===== src/rtl/cluster_bus_isolate_ctrl.sv =====
// cluster_bus_isolate_ctrl: per-port AXI isolation and outstanding-transaction limiter
package cluster_bus_isolate_pkg;

  typedef struct packed {
    logic [3:0]  aw_id;
    logic [31:0] aw_addr;
    logic        aw_valid;
    logic [31:0] w_data;
    logic        w_last;
    logic        w_valid;
    logic        b_ready;
    logic [3:0]  ar_id;
    logic [31:0] ar_addr;
    logic        ar_valid;
    logic        r_ready;
  } axi_req_t;

  typedef struct packed {
    logic        aw_ready;
    logic        w_ready;
    logic [3:0]  b_id;
    logic [1:0]  b_resp;
    logic        b_valid;
    logic        ar_ready;
    logic [3:0]  r_id;
    logic [31:0] r_data;
    logic [1:0]  r_resp;
    logic        r_last;
    logic        r_valid;
  } axi_resp_t;

endpackage

module cluster_bus_isolate_ctrl #(
  parameter int unsigned MaxTxns        = 8,
  parameter bit          IsolateOnReset = 1'b0,
  parameter type         axi_req_t      = cluster_bus_isolate_pkg::axi_req_t,
  parameter type         axi_resp_t     = cluster_bus_isolate_pkg::axi_resp_t,
  localparam int unsigned CntWidth      = $clog2(MaxTxns + 1)
) (
  input  logic                clk_i,
  input  logic                rst_ni,
  input  logic                isolate_i,
  output logic                isolated_o,
  input  axi_req_t            slv_req_i,
  output axi_resp_t           slv_resp_o,
  output axi_req_t            mst_req_o,
  input  axi_resp_t           mst_resp_i,
  output logic [CntWidth-1:0] wr_outstanding_o,
  output logic [CntWidth-1:0] rd_outstanding_o
);

  typedef enum logic [1:0] {PASS, DRAIN, ISOLATED} state_t;

  localparam logic [CntWidth-1:0] Max = CntWidth'(MaxTxns);
  localparam state_t ResetState = IsolateOnReset ? ISOLATED : PASS;

  state_t state, state_next;
  logic [CntWidth-1:0] wr_cnt, rd_cnt, wr_next, rd_next;
  logic allow_aw, allow_ar, aw_hs, ar_hs, b_hs, r_hs;

  assign allow_aw = (state == PASS) && (wr_cnt < Max);
  assign allow_ar = (state == PASS) && (rd_cnt < Max);

  // Everything passes straight through except the address valid/ready pairs
  always_comb begin
    mst_req_o           = slv_req_i;
    mst_req_o.aw_valid  = slv_req_i.aw_valid & allow_aw;
    mst_req_o.ar_valid  = slv_req_i.ar_valid & allow_ar;
    slv_resp_o          = mst_resp_i;
    slv_resp_o.aw_ready = mst_resp_i.aw_ready & allow_aw;
    slv_resp_o.ar_ready = mst_resp_i.ar_ready & allow_ar;
  end

  assign aw_hs = mst_req_o.aw_valid & mst_resp_i.aw_ready;
  assign ar_hs = mst_req_o.ar_valid & mst_resp_i.ar_ready;
  assign b_hs  = mst_resp_i.b_valid & slv_req_i.b_ready;
  assign r_hs  = mst_resp_i.r_valid & slv_req_i.r_ready & mst_resp_i.r_last;

  // A stray response at zero leaves the counter at zero instead of wrapping
  assign wr_next = (aw_hs && !b_hs) ? wr_cnt + 1'b1 :
                   (b_hs && !aw_hs && wr_cnt != '0) ? wr_cnt - 1'b1 : wr_cnt;
  assign rd_next = (ar_hs && !r_hs) ? rd_cnt + 1'b1 :
                   (r_hs && !ar_hs && rd_cnt != '0) ? rd_cnt - 1'b1 : rd_cnt;

  // Next state: release of isolate_i beats drain completion, which looks at next-cycle counts
  always_comb begin
    state_next = state;
    case (state)
      PASS:     state_next = isolate_i ? DRAIN : PASS;
      DRAIN:    state_next = !isolate_i ? PASS :
                             (wr_next == '0 && rd_next == '0) ? ISOLATED : DRAIN;
      ISOLATED: state_next = isolate_i ? ISOLATED : PASS;
      default:  state_next = ResetState;
    endcase
  end

  // State and outstanding counters
  always_ff @(posedge clk_i or negedge rst_ni) begin
    if (!rst_ni) begin
      state  <= ResetState;
      wr_cnt <= '0;
      rd_cnt <= '0;
    end else begin
      state  <= state_next;
      wr_cnt <= wr_next;
      rd_cnt <= rd_next;
    end
  end

  assign isolated_o       = (state == ISOLATED);
  assign wr_outstanding_o = wr_cnt;
  assign rd_outstanding_o = rd_cnt;

`ifndef SYNTHESIS
  assert property (@(posedge clk_i) disable iff (!rst_ni) !(b_hs && !aw_hs && wr_cnt == '0));
  assert property (@(posedge clk_i) disable iff (!rst_ni) !(r_hs && !ar_hs && rd_cnt == '0));
  assert property (@(posedge clk_i) disable iff (!rst_ni)
    ($past(mst_req_o.aw_valid & ~mst_resp_i.aw_ready) && slv_req_i.aw_valid && state == PASS)
    |-> mst_req_o.aw_valid);
  assert property (@(posedge clk_i) disable iff (!rst_ni)
    ($past(mst_req_o.ar_valid & ~mst_resp_i.ar_ready) && slv_req_i.ar_valid && state == PASS)
    |-> mst_req_o.ar_valid);
`endif

endmodule


===== config.mk =====
export PLATFORM = sky130hd
export DESIGN_NAME = cluster_bus_isolate_ctrl
export DESIGN_NICKNAME = d
export VERILOG_FILES = /design/src/rtl/cluster_bus_isolate_ctrl.sv
export SDC_FILE = /design/constraint.sdc
export NUM_CORES = 1
export LEC_CHECK = 0
export ABC_CLOCK_PERIOD_IN_PS = 3600
export BUFFER_PORTS_ARGS = -buffer_cell sky130_fd_sc_hd__buf_4
export CAP_MARGIN = 10
export CORE_AREA = 2 2 128 130
export DETAILED_ROUTE_END_ITERATION = 8
export DIE_AREA = 0 0 130 132
export GPL_TIMING_DRIVEN = 1
export PLACE_DENSITY_LB_ADDON = 0.2
export SLEW_MARGIN = 5
export SYNTH_ARGS = -nofsm -noshare
export SYNTH_HDL_FRONTEND = slang
export SYNTH_SLANG_ARGS = --single-unit

===== constraint.sdc =====
create_clock -name clk_i -period 3.6 [get_ports clk_i]
set_input_delay 0.72 -clock clk_i [delete_from_list [all_inputs] [get_ports clk_i]]
set_output_delay 0.72 -clock clk_i [all_outputs]
set_load 0.1 [all_outputs]

==> results of run 1 <==
[layer usage]
metal	vias up	track usage	part of all wire
met3	50	0.0377	0.15
met1	405	0.0361	0.24
met4	0	0.0478	0.075
met2	102	0.0995	0.54
li1	376	-	-
met5	-	0	0
[registers in the layout, summed over array words and instances (netlist names)]
signal            cells
rd_outstanding_o      4
wr_outstanding_o      4
state                 2
[worst max path at each step]
stage                                   start              to  slack, ns  cells after the start
final                                state[1]   mst_req_o[73]       1.27                      2
after global routing                 state[1]   mst_req_o[73]       1.17                      2
after CTS                            state[1]   mst_req_o[73]       1.24                      2
after detailed placement        mst_resp_i[0]        state[1]       1.16                      7
after global placement         mst_resp_i[41]        state[1]       1.16                      7
after floorplan           wr_outstanding_o[3]  slv_resp_o[49]       0.23                      1
[cell families (layout without fill, tap and decap cells)]
group,after synthesis,in the layout,share of synthesized area
AOI/OAI and AO/OA,22,22,0.0814
muxes,2,2,0.0126
adders and majority gates,4,4,0.0252
buffers and inverters,163,37,0.609
xor gates and xnor gates,2,2,0.0126
DFF,10,10,0.126
and+or+nand+nor,35,35,0.132
[area by class of cell]
class,count,area (µm²)
Clock buffer,3,75.1
Tap cell,216,270
Fill cell,1822,14300
Timing Repair Buffer,29,218
Multi-Input combinational cell,65,546
Sequential cell,10,250
Inverter,5,18.8
[stage by stage]
step	util	total power [mW]
2_1_floorplan	-	1.69
3_3_place_gp	0.0829	1.10
3_5_place_dp	0.0829	1.09
4_1_cts	0.0877	1.29
5_1_grt	0.0877	1.35
6_report	0.0877	1.27
[cell usage in the layout (no fill, tap or decap), types with 2 or more instances in the layout]
master	instances
nor2_1	4
ha_1	4
nand2_1	6
dfrtp_1	10
a21oi_1	7
o211ai_1	2
and3_1	2
or4_1	3
inv_1	5
nand3_2	2
nand4_1	2
nor4b_2	2
clkbuf_16	3
nor3b_1	2
nor4b_4	2
buf_4	29
o21ai_0	4
[power groups by stage]
stage          combinational [mW]  sequential [mW]  clock, mW
4_1_cts                     0.825            0.264      0.200
2_1_floorplan                1.15            0.533          0
3_3_place_gp                0.830            0.266          0
6_report                    0.810            0.258      0.197
5_1_grt                     0.861            0.275      0.210
3_5_place_dp                0.823            0.264          0
==> results.cfg, run 1 <==
[routing]
vias = 933
avgViaCountPerCell = 2.84
first_iter_violations = 37
wl_per_cell_um = 14.9
drtPass1Iterations = 2
ant_nets = 0
remaining_drc_errors = 0
wirelength_um = 4880

[setup_path]
endpoint_kind = output port
crit_family = flip-flops
critPathMaxStageDelay_ns = 0.53
critical_path_buf_inv_count = 1
cp.arrival_ns = 1.61
r2r_cells = 6
path_cells = nor4b_4, buf_4
r2r_setup_slack_ns = 1.37
critPathKind = flip-flop to output port
cp_max_fo = 6
crit_path_start_kind = flip-flop
cp_data_required_time_ns = 2.88
rr_startpoint = state[1]
slowest_stage = dfrtp_1
r2r_end = state[1]

[sta]
fin_crit_sh = 0.648
setup_viol_count_final = 0
holdWs_ns = 0.313
maxSlewHeadroom = 0.694
fmax_mhz = 428
post-route-min-period_ns = 2.33
setup-tns-final_ns = 0
finalHoldViolCount = 0
finalMaxSlewViolations = 0
rsz0062_at_grt = false
layout_setup_ws_ns = 1.27
worstMarginPinSlew_ns = 0.460
finClkSkew_ns = 0.000894

[floorplanning]
die_w_um = 130
start_util = 0.126
num_rows = 46
die_h_um = 132
core_area_um2 = 15700
io_pins = 332
die_area_um2 = 17200

[power]
power.density_nw_per_um2 = 919
p_seq_frac = 0.204
p_sw_mw = 0.743
switching_share = 0.587
vdd_drop_max_mv = 0.285
pwr-share-clk = 0.156
pwr-share-comb = 0.640
intPower_mw = 0.523
p_leak_nw = 0.522

[cts]
cts_resized = 0
clkTransAtPathRegs_ns = 0.04
clk_latency_ns = 0.24
clk_path_buf_depth = 2
clkSinkCount = 10
cts_tree = done
cts-hold-fix-buffers = 0
post_cts_buffers = 0
htree_num_levels = 1
root_buffer = clkbuf_16
cts_buffers = 3

[grt]
grt_max_degree = 11
grt_usage = 0.0552
grt_remaining_overflow = 0
antenna_found_initial = 0
grt_pass1_vias = 1014
grt_pass1_wl_um = 6900

[place]
placedCellCount = 325
place_ws_ns = 1.16
dp_hpwl_um = 4220
place_area_um2 = 1300
globalplace.congestion = 0.688
portBuffers = 29

[hold_path]
hold_class = input pin to async pin

[run_status]
outcome = finished clean

[synthesis]
syn_area_um2 = 1980
synth.area.top_cells = buf_4 59%, dfrtp_1 13%, ha_1 2.5%
ys_async_sr_fraction = 1.00
syn_area_per_cell_um2 = 8.33
ys_seq_elements = 10
syn_nets = 405
synth_top_area_frac = 0.594
ys_types = 40
yosysMostFrequentCell = buf_4
ys_top_cells_by_count = 157 x buf_4, 10 x dfrtp_1, 7 x a21oi_1, 6 x nand2_1, 5 x inv_1
synth_largest_area_cell = buf_4
seq_area_frac_synth = 0.126
yosysWarnings = 0
synthCells = 238
synth-edff-count = 0
synth_flop_cell = dfrtp_1

[cells_and_area]
drive_gt1_frac = 0.420
final_cells = 328
diodes = 0
final_nets = 281
final_area_um2 = 1380
area_growth_pct = -30.5

[job]
drv_cap = 0
No activity file was read; power rests on OpenSTA's default activity.
==> inputs of run 2 (changes only) <==
--- a/config.mk
+++ b/config.mk
@@ -5,12 +5,13 @@
 export SDC_FILE = /design/constraint.sdc
 export NUM_CORES = 1
 export LEC_CHECK = 0
-export ABC_CLOCK_PERIOD_IN_PS = 3600
+export ABC_AREA = 1
+export ABC_CLOCK_PERIOD_IN_PS = 2350
 export BUFFER_PORTS_ARGS = -buffer_cell sky130_fd_sc_hd__buf_4
 export CAP_MARGIN = 10
-export CORE_AREA = 2 2 128 130
+export CORE_AREA = 2 2 130 132
 export DETAILED_ROUTE_END_ITERATION = 8
-export DIE_AREA = 0 0 130 132
+export DIE_AREA = 0 0 132 134
 export GPL_TIMING_DRIVEN = 1
 export PLACE_DENSITY_LB_ADDON = 0.2
 export SLEW_MARGIN = 5
==> constraint.sdc (replaced) <==
create_clock -name clk_i -period 2.35 [get_ports clk_i]
set_input_delay 0.47 -clock clk_i [delete_from_list [all_inputs] [get_ports clk_i]]
set_output_delay 0.47 -clock clk_i [all_outputs]
set_load 0.1 [all_outputs]
==> run 2 against run 1 <==
Net effect:
- critical path depth grew 2
- first-iteration DRC count grew 14%
- worst hold slack lost 0.25 ns
- total power grew 50%
- clock skew grew 0.0051 ns
- synthesized area grew 1.9%
- critical endpoint is now slv_resp_o[40]
- largest cell class unchanged
- largest power group unchanged
==> results.cfg, run 2 <==
[cts]
clk_latency_ns = 0.24
cts_buffers = 3
htree_num_levels = 1
post_cts_buffers = 0
cts_tree = done
root_buffer = clkbuf_16
clkTransAtPathRegs_ns = 0.04
clk_path_buf_depth = 2
cts_resized = 0
cts-hold-fix-buffers = 0
clkSinkCount = 10

[grt]
grt.met1_usage = 0.0433
grt_usage = 0.0429
grt_pass1_wl_um = 5950
grt_pass1_vias = 1116
use_met2 = 0.0590
grt_max_degree = 11
antenna_found_initial = 0
met3_usage = 0.0325
grt_remaining_overflow = 0
busiest_layer = met2

[routing]
wl_per_cell_um = 9.84
vias = 1017
ant_nets = 0
first_iter_violations = 42
wirelength_um = 3690
remaining_drc_errors = 0
drtPass1Iterations = 4
avgViaCountPerCell = 2.71

[synthesis]
synthCells = 279
seq_area_frac_synth = 0.124
yosysWarnings = 0
synth_largest_area_cell = buf_4
ys_seq_elements = 10
syn_area_per_cell_um2 = 7.24
syn_area_um2 = 2020
synth_flop_cell = dfrtp_1
synth_top_area_frac = 0.580
ys_types = 21
ys_async_sr_fraction = 1.00
syn_nets = 446
yosysMostFrequentCell = buf_4
ys_top_cells_by_count = 156 x buf_4, 35 x nand2_1, 22 x nand3_1, 19 x inv_1, 10 x dfrtp_1
synth.area.top_cells = buf_4 58%, dfrtp_1 12%, nand2_1 6.5%
synth-edff-count = 0

[setup_path]
cp_data_required_time_ns = 1.88
crit_family = flip-flops
cp_max_fo = 5
path_cells = nor2_4, nand3_2, inv_1, buf_4
endpoint_kind = output port
slowest_stage = dfrtp_1
crit_path_start_kind = flip-flop
critical_path_buf_inv_count = 2
critPathKind = flip-flop to output port
cp.arrival_ns = 1.44
critPathMaxStageDelay_ns = 0.47

[sta]
finalHoldViolCount = 0
post-route-min-period_ns = 1.91
maxSlewHeadroom = 0.772
fin_crit_sh = 0.811
setup_viol_count_final = 0
finClkSkew_ns = 0.00598
fmax_mhz = 525
rsz0062_at_grt = false
worstMarginPinSlew_ns = 0.343
finalMaxSlewViolations = 0

[run_status]
outcome = finished clean

[cells_and_area]
area_growth_pct = -29.0
final_common_cell = nand2_1
final_cell_mix = 35 x nand2_1, 29 x buf_4, 22 x nand3_1
final_area_um2 = 1440
diodes = 0
final_core_util = 0.0881
final_nets = 324
drive_gt1_frac = 0.342
final_cells = 375

[place]
portBuffers = 29
place_area_um2 = 1360
globalplace.congestion = 0.734
placedCellCount = 372
dp_hpwl_um = 3110

[floorplanning]
num_rows = 47
start_util = 0.124
core_area_um2 = 16300
die_area_um2 = 17700
die_h_um = 134
io_pins = 332
die_w_um = 132

[power]
power.density_nw_per_um2 = 1320
vdd_drop_max_mv = 0.461
p_leak_nw = 0.662
total_power_mw = 1.90

[job]
drv_cap = 0

[hold_path]
hold_class = input pin to async pin
-- run 2: cell count changes after synthesis, sizes merged, moves of 2 or more --
| cell | delta |
|---|---|
| nand2 | +30 |
| nand3 | +22 |
| inv | +19 |
| nor2 | +9 |
| a21oi | -6 |
| nor4b | -5 |
| o21ai | -4 |
| nand4 | +3 |
| or4 | -3 |
| buf | -2 |
| nor3b | -2 |
| o211ai | -2 |
| xnor2 | -2 |
-- run 2: final cells by class --
type / count / area (µm²)
repair buffers: 29 / 218
multi-input cells: 89 / 524
well taps: 220 / 275
inverters: 24 / 90.1
clock buffers: 3 / 75.1
flip-flops and latches: 10 / 253
fillers: 1916 / 14900
-- run 2: path summary, 6_finish.rpt --
check | end | slack, ns | startpoint | depth (start not counted)
worst max-delay path | slv_resp_o[40] | 0.44 | state[1] | 4
worst min-delay path | wr_outstanding_o[3] | 0.06 | rst_ni | 1
worst max register to register | state[0] | 0.46 | rd_outstanding_o[0] | 12
worst min register to register | rd_outstanding_o[0] | 0.61 | rd_outstanding_o[0] | 3
max in group asynchronous | rd_outstanding_o[0] | 2.11 | rst_ni | 1
min in group clk_i | state[1] | 0.46 | isolate_i | 3
-- run 2: layer usage --
layer,share of wire,vias up
met5,0,-
met4,0.050,0
met3,0.16,36
met2,0.41,75
met1,0.38,448
li1,-,458
-- run 2: worst register-to-register path, stage by stage, from the launching register on --
cell and delay [ns]:
dfrtp_2 0.40, inv_1 0.11, ha_1 0.24, a21oi_2 0.21, nand2_1 0.14, nand2_1 0.08, nand2_1 0.05, nor2_1 0.14
nand2_1 0.09, nor2_2 0.14, nand3_1 0.08, nand2_1 0.06, inv_1 0.03
-- run 2: stage by stage --
stage / TNS (ns) / setup WS [ns] / hold slack, ns
after global placement: 0 / 0.340 / 0.323
final: 0 / 0.445 / 0.0621
after floorplan: -0.0441 / -0.0441 / 0.174
after CTS: 0 / 0.394 / 0.0708
after global routing: 0 / 0.190 / 0.0693
after detailed placement: 0 / 0.374 / 0.324
-- run 2: where the power goes --
part | switching (mW) | leakage, nW | internal (mW)
clock network | 0.0785 | 0.0370 | 0.221
logic | 0.958 | 0.509 | 0.277
registers | 0.123 | 0.115 | 0.244
-- run 2: cells by family (layout without fill, tap and decap cells) --
logic type                 Yosys count  in the layout  share of synthesized area
DFF                                 10             10                      0.124
and+or+nand+nor                     81             81                      0.206
buffers and inverters              180             56                      0.624
adders and majority gates            4              4                     0.0248
AOI/OAI and AO/OA                    3              3                     0.0173
xor gates and xnor gates             1              1                    0.00434
